`config.mk`:
```
export PLATFORM = sky130hd
export DESIGN_NAME = hit_judge_scorer
export DESIGN_NICKNAME = d
export VERILOG_FILES = /design/src/rtl/gh_pkg.sv /design/src/rtl/bcd_counter4.sv /design/src/rtl/hit_judge_scorer.sv
export SDC_FILE = /design/constraint.sdc
export NUM_CORES = 1
export LEC_CHECK = 0
export CORE_ASPECT_RATIO = 0.5
export CORE_UTILIZATION = 40
export DETAILED_ROUTE_END_ITERATION = 10
export GPL_ROUTABILITY_DRIVEN = 0
export PLACE_DENSITY_LB_ADDON = 0.25
export SYNTH_ARGS = -nofsm -noshare
export SYNTH_HDL_FRONTEND = slang
export SYNTH_HIERARCHICAL = 1
export SYNTH_SLANG_ARGS = --single-unit
```
`constraint.sdc`:
```
create_clock -name CLOCK_50 -period 2.5 [get_ports CLOCK_50]
set_input_delay 0.75 -clock CLOCK_50 [delete_from_list [all_inputs] [get_ports CLOCK_50]]
set_output_delay 0.75 -clock CLOCK_50 [all_outputs]
set_load 0.01 [all_outputs]
```
`src/rtl/gh_pkg.sv`:
```
// Shared types and constants for the hit judge / scorer slice.
package gh_pkg;

    typedef enum logic [1:0] {
        ST_COLLECT = 2'd0,
        ST_JUDGE   = 2'd1,
        ST_ADD     = 2'd2
    } state_t;

    localparam int unsigned COMBO_STEP    = 8;
    localparam int unsigned MULT_MAX      = 4;
    localparam logic [15:0] SCORE_MAX_BCD = 16'h9999;

    // Multiplier for a given combo: min(1 + combo/step, mmax).
    function automatic logic [2:0] calc_mult(input logic [7:0]  combo_val,
                                             input int unsigned step,
                                             input int unsigned mmax);
        int unsigned steps;
        steps = 32'(combo_val) / step;
        if (steps + 1 >= mmax)
            return 3'(mmax);
        return 3'(steps + 1);
    endfunction

endpackage

```
`src/rtl/bcd_counter4.sv`:
```
// Four-digit BCD incrementer with synchronous clear, saturating at 9999.
module bcd_counter4
    import gh_pkg::*;
(
    input  logic        clk,
    input  logic        clear,
    input  logic        inc,
    output logic [15:0] value,
    output logic        sat
);

    logic [15:0] value_next;
    logic        carry;

    assign sat = (value == SCORE_MAX_BCD);

    // Ripple a +1 through the decimal digits.
    always_comb begin
        value_next = value;
        carry      = 1'b1;
        for (int unsigned i = 0; i < 4; i++) begin
            if (carry) begin
                if (value[i*4 +: 4] == 4'd9) begin
                    value_next[i*4 +: 4] = '0;
                end else begin
                    value_next[i*4 +: 4] = value[i*4 +: 4] + 4'd1;
                    carry                = 1'b0;
                end
            end
        end
    end

    // Count register; increments at the ceiling are discarded.
    always_ff @(posedge clk) begin
        if (clear)
            value <= '0;
        else if (inc && !sat)
            value <= value_next;
    end

endmodule

```
`src/rtl/hit_judge_scorer.sv`:
```
// Judges key presses against due notes once per game step and accumulates
// a BCD score weighted by a combo-driven multiplier.
module hit_judge_scorer #(
    parameter int unsigned COMBO_STEP = gh_pkg::COMBO_STEP,
    parameter int unsigned MULT_MAX   = gh_pkg::MULT_MAX
) (
    input  logic        CLOCK_50,
    input  logic        RESET_GAME,
    input  logic        tick,
    input  logic [3:0]  note_due,
    input  logic [3:0]  key_n,
    output logic [15:0] score_bcd,
    output logic [7:0]  combo,
    output logic [2:0]  mult,
    output logic        hit_pulse,
    output logic        miss_pulse,
    output logic        overrun
);

    import gh_pkg::*;

    state_t     state, state_n;

    logic [3:0] key_s1, key_s2, key_s3;
    logic [3:0] press;
    logic [3:0] mask;
    logic [3:0] snap_due, snap_mask;
    logic       pend_valid;
    logic [3:0] pend_due, pend_mask;
    logic [2:0] add_cnt;

    logic       take_tick, take_pend, store_pend, drop;
    logic       judge_hit, judge_miss, add_inc;
    logic       score_sat;

    // A press is a synchronised high-to-low transition of key_n.
    assign press = key_s3 & ~key_s2;

    // State register.
    always_ff @(posedge CLOCK_50) begin
        if (RESET_GAME)
            state <= ST_COLLECT;
        else
            state <= state_n;
    end

    // Next state, tick routing and judging decisions.
    // A tick in COLLECT while the pending slot is still full is dropped; the
    // slot is drained on that same edge, which keeps the queue one deep.
    always_comb begin
        state_n    = state;
        take_tick  = 1'b0;
        take_pend  = 1'b0;
        store_pend = 1'b0;
        drop       = 1'b0;
        judge_hit  = 1'b0;
        judge_miss = 1'b0;
        add_inc    = 1'b0;

        if (tick) begin
            if (state == ST_COLLECT && !pend_valid)
                take_tick = 1'b1;
            else if (pend_valid)
                drop = 1'b1;
            else
                store_pend = 1'b1;
        end

        case (state)
            ST_COLLECT: begin
                if (pend_valid) begin
                    take_pend = 1'b1;
                    state_n   = ST_JUDGE;
                end else if (tick) begin
                    state_n   = ST_JUDGE;
                end
            end
            ST_JUDGE: begin
                if (snap_due == 4'b0000 && snap_mask == 4'b0000) begin
                    state_n = ST_COLLECT;
                end else if (snap_mask == snap_due) begin
                    judge_hit = 1'b1;
                    state_n   = ST_ADD;
                end else begin
                    judge_miss = 1'b1;
                    state_n    = ST_COLLECT;
                end
            end
            ST_ADD: begin
                add_inc = 1'b1;
                if (add_cnt == 3'd1)
                    state_n = ST_COLLECT;
            end
            default: state_n = ST_COLLECT;
        endcase
    end

    // Key synchroniser, press window, snapshot/pending slot and combo state.
    always_ff @(posedge CLOCK_50) begin
        if (RESET_GAME) begin
            key_s1     <= '1;
            key_s2     <= '1;
            key_s3     <= '1;
            mask       <= '0;
            snap_due   <= '0;
            snap_mask  <= '0;
            pend_valid <= 1'b0;
            pend_due   <= '0;
            pend_mask  <= '0;
            add_cnt    <= '0;
            combo      <= '0;
            mult       <= 3'd1;
            hit_pulse  <= 1'b0;
            miss_pulse <= 1'b0;
            overrun    <= 1'b0;
        end else begin
            key_s1 <= key_n;
            key_s2 <= key_s1;
            key_s3 <= key_s2;

            // Every tick closes the window, even a dropped one.
            if (tick)
                mask <= press;
            else
                mask <= mask | press;

            if (take_tick) begin
                snap_due  <= note_due;
                snap_mask <= mask;
            end else if (take_pend) begin
                snap_due  <= pend_due;
                snap_mask <= pend_mask;
            end

            if (store_pend) begin
                pend_valid <= 1'b1;
                pend_due   <= note_due;
                pend_mask  <= mask;
            end else if (take_pend) begin
                pend_valid <= 1'b0;
            end

            if (drop)
                overrun <= 1'b1;

            hit_pulse  <= judge_hit;
            miss_pulse <= judge_miss;

            if (judge_hit) begin
                add_cnt <= mult;
                if (combo != 8'hFF)
                    combo <= combo + 8'd1;
            end else if (add_inc) begin
                add_cnt <= add_cnt - 3'd1;
            end

            if (judge_miss) begin
                combo <= '0;
                mult  <= 3'd1;
            end else begin
                mult  <= calc_mult(combo, COMBO_STEP, MULT_MAX);
            end
        end
    end

    bcd_counter4 u_score (
        .clk   (CLOCK_50),
        .clear (RESET_GAME),
        .inc   (add_inc),
        .value (score_bcd),
        .sat   (score_sat)
    );

endmodule

```
==> results of run 1 <==
## report_power, final
group	internal (W)	switching (W)
clock network	0.000776	0.000485
registers	0.00113	0.0000329
logic	0.000119	0.000151
total	0.00202	0.000668
## worst max path at each step
stage | from | slack (ns) | end
2_1_floorplan | tick | 0.65 | snap_due[2]$_SDFFE_PP0P_
3_3_place_gp | tick | 0.34 | snap_mask[0]$_SDFFE_PP0P_
3_5_place_dp | tick | 0.28 | snap_mask[0]$_SDFFE_PP0P_
4_1_cts | combo[3]$_SDFFE_PP0P_ | 0.28 | combo[3]
6_report | combo[3]$_SDFFE_PP0P_ | 0.29 | combo[3]
5_1_grt | combo[3]$_SDFFE_PP0P_ | 0.21 | combo[3]
## placed cells by master, fill, tap and decap left out, types with 4 or more instances in the layout
cell / instances
sky130_fd_sc_hd__inv_1: 10
sky130_fd_sc_hd__nor2_1: 42
sky130_fd_sc_hd__nand2b_1: 14
sky130_fd_sc_hd__nand2_1: 12
sky130_fd_sc_hd__nor3_1: 12
sky130_fd_sc_hd__buf_4: 5
sky130_fd_sc_hd__or2_2: 13
sky130_fd_sc_hd__a21oi_1: 21
sky130_fd_sc_hd__a31oi_1: 4
sky130_fd_sc_hd__clkbuf_16: 9
sky130_fd_sc_hd__ha_1: 5
sky130_fd_sc_hd__and3_1: 5
sky130_fd_sc_hd__dfxtp_1: 68
sky130_fd_sc_hd__a211oi_1: 15
sky130_fd_sc_hd__nand4_1: 6
sky130_fd_sc_hd__nor2b_1: 4
sky130_fd_sc_hd__mux2i_1: 18
sky130_fd_sc_hd__clkdlybuf4s50_1: 39
sky130_fd_sc_hd__o31ai_1: 4
sky130_fd_sc_hd__xnor2_1: 7
## area by class of cell
cell class                      instances  area (um^2)
Fill cell                             618         3150
Multi-Input combinational cell        226         1480
Sequential cell                        68         1360
Timing Repair Buffer                   45          433
Clock buffer                            9          225
Tap cell                               92          115
Clock inverter                          7         76.3
Inverter                               10         37.5
## state kept, by name, indices dropped and copies added (netlist names)
register	flops
u_score/value	16
combo	8
key_s1	4
key_s2	4
key_s3	4
mask	4
pend_due	4
pend_mask	4
snap_due	4
snap_mask	4
add_cnt	3
mult	3
state	2
hit_pulse	1
miss_pulse	1
overrun	1
pend_valid	1
## through the flow
| step | cells | hold slack, ns | area (um^2) |
|---|---|---|---|
| 2_1_floorplan | 316 | 0.389 | 2940 |
| 3_3_place_gp | 441 | 0.393 | 3430 |
| 3_5_place_dp | 441 | 0.394 | 3430 |
| 4_1_cts | 457 | 0.408 | 3730 |
| 5_1_grt | 457 | 0.422 | 3730 |
| 6_report | 457 | 0.407 | 3730 |
## per-layer routing
layer | routed length [um] | part of all wire [%] | up-vias
met3 | 323 | 5.4 | 12
met1 | 2770 | 46 | 1142
li1 | - | - | 1229
met4 | 70 | 1.2 | 0
met5 | 0 | 0 | -
met2 | 2850 | 47 | 54
## worst register-to-register path: stages (launching register included)
cell and delay, ns:
sky130_fd_sc_hd__dfxtp_1 0.37, sky130_fd_sc_hd__nand4bb_1 0.32, sky130_fd_sc_hd__nor3_1 0.52, sky130_fd_sc_hd__o31ai_1 0.16, sky130_fd_sc_hd__a2111oi_0 0.50
==> impl_summary.txt, run 1 <==
----------------------------------------------------
[Outcome]
  Outcome ... completed

[Clock tree]
  Cts-stage hold buffer count ... 0
  Number of CTS-inserted buffers ... 9
  Clock root buffer master ... sky130_fd_sc_hd__clkbuf_16
  Clock latency at the later pin of the worst-skew pair ... about 0.33 ns
  Clock transition at the register clock pins on the worst setup and hold paths after CTS ... roughly 0.060 ns
  Number of buffers on the longest clock path ... 2
  # H-tree levels ... 3
  Post-CTS setup buffer count ... 0
  Clock tree from TritonCTS ... built
  Clock sink count ... between 60 and 70
  Post-CTS resize count ... 0

[Pwr]
  Static leakage ... 1.31 nW
  Total power per unit cell area ... 721 nW/um^2
  Peak supply drop ... a little under 0.0004 V
  Overall Power ... 0.00269 W

[Global route]
  Layer with the highest usage ... met2
  Remaining global-route overflow ... 0
  Met1 routing resource usage after global routing ... 19.9%
  Largest net degree at the start of global routing ... 41
  Wire length of the first global-routing pass ... 10,300 um
  Met3 routing resource usage after global routing ... 7.03%
  GR Util met2 ... 28.1%
  Vias in the first global route ... 2,256
  Antenna violations before repair ... 0
  All-layer global routing usage ... 17.2%

[STA]
  Final Hold Vio Count ... 0
  Slew at the pin closest to its max-slew limit ... 0.620 ns
  RSZ-0062 raised after global routing ... false
  Highest clock frequency the design can meet ... 0.453 GHz
  Final Cycle Share ... 88.3%
  Setup tns final ... 0 ns
  Minimum period implied by the final worst setup slack ... 2.21 ns
  Remaining max-slew budget at the tightest pin ... 58.3%
  Total count of max-transition violations in the final report ... 0
  Maximum clock skew at final layout ... 0.00502 ns
  Final WS setup ... 0.292 ns
  Final setup violation count ... 0

[Synthesis]
  Warnings, synthesis ... 6
  Synth Net Count ... 332
  Post-synthesis cell count ... 316
  Mean instance size in the synthesized netlist ... 9.29 um^2
  Netlist Area Pre-Place ... 2940 um^2

[Route]
  Total via count after detailed routing ... between 2,000 and 2,500
  Number of nets still failing antenna checks after routing ... 0
  Violation count after the first detailed-route iteration ... roughly 150
  DRC viols ... 0
  Aggregate routed wire length ... 6010 um
  DR pass1 iterations ... 4
  Post-detailed-route wirelength per cell ... 13.1 um
  Mean number of vias per cell ... 5.33

[Floorplanning]
  Number of core rows ... 21
  Floorplan die width ... 123 um
  Floorplan die area ... 7710 um^2
  Core area ... 6880 um^2
  Height of the die ... about 63 um
  Top-Level Pins ... 41
  Starting utilization of the core area ... 42.6%

[Min path]
  Path category of the worst min-delay check ... reg2reg
  Worst Hold End ... key_s2[1]$_SDFF_PP1_
  Hold_sp ... key_s1[1]$_SDFF_PP1_
  Worst hold path cell count ... 1

[Worst setup path]
  CP Cell Sequence ... clkdlybuf4s50_1
  Critical Path Slowest Stage Cell ... sky130_fd_sc_hd__clkdlybuf4s50_1
  Critical R2R Capture ... u_score/value[3]$_SDFFE_PP0P_
  Worst-path maximum fanout ... 10
  Worst Reg2Reg Path Length in Cells ... 4
  Logic depth of the worst setup path including buffers ... 1
  Crit path DAT ... 1.46 ns
  Max stage delay on crit path ... 0.60 ns
  Required time worst endpoint ... 1.75 ns
  Launch point of the worst reg-to-reg path ... u_score/value[5]$_SDFFE_PP0P_
  R2r setup slk ... ~0.48 ns
  Buffering stage count on the worst path with inverters included ... 1
  Critical path endpoint category ... output port
  Worst Path Class, Setup ... reg2out
  Largest delay contributor family on the critical path ... buffers and inverters
  CP startpoint kind ... register

[Finish]
  Layout cell share with drive strength beyond 1 ... 12.9%
  Area growth from synthesis to layout ... 27.1%
  Final net count ... 376
  Final core utilization ... 54.2%
  Count of antenna diodes in the layout ... 0

[Place]
  DPL Wire Length ... 4120 um
  Worst setup timing slack at the placement stage ... 0.283 ns
  Count of buffers inserted at the top-level ports ... 40

[Flow run]
  MaxCap Viol Count ... 0

----------------------------------------------------
No activity file was read; power rests on OpenSTA's default activity.
==> run 2, diff against run 1 <==
--- a/config.mk
+++ b/config.mk
@@ -7,6 +7,7 @@
 export LEC_CHECK = 0
 export CORE_ASPECT_RATIO = 0.5
 export CORE_UTILIZATION = 40
+export CTS_CLUSTER_DIAMETER = 200
 export DETAILED_ROUTE_END_ITERATION = 10
 export GPL_ROUTABILITY_DRIVEN = 0
 export PLACE_DENSITY_LB_ADDON = 0.25
==> results of run 2 <==
No change in the layout: final DEF, timing and power equal those of run 1.
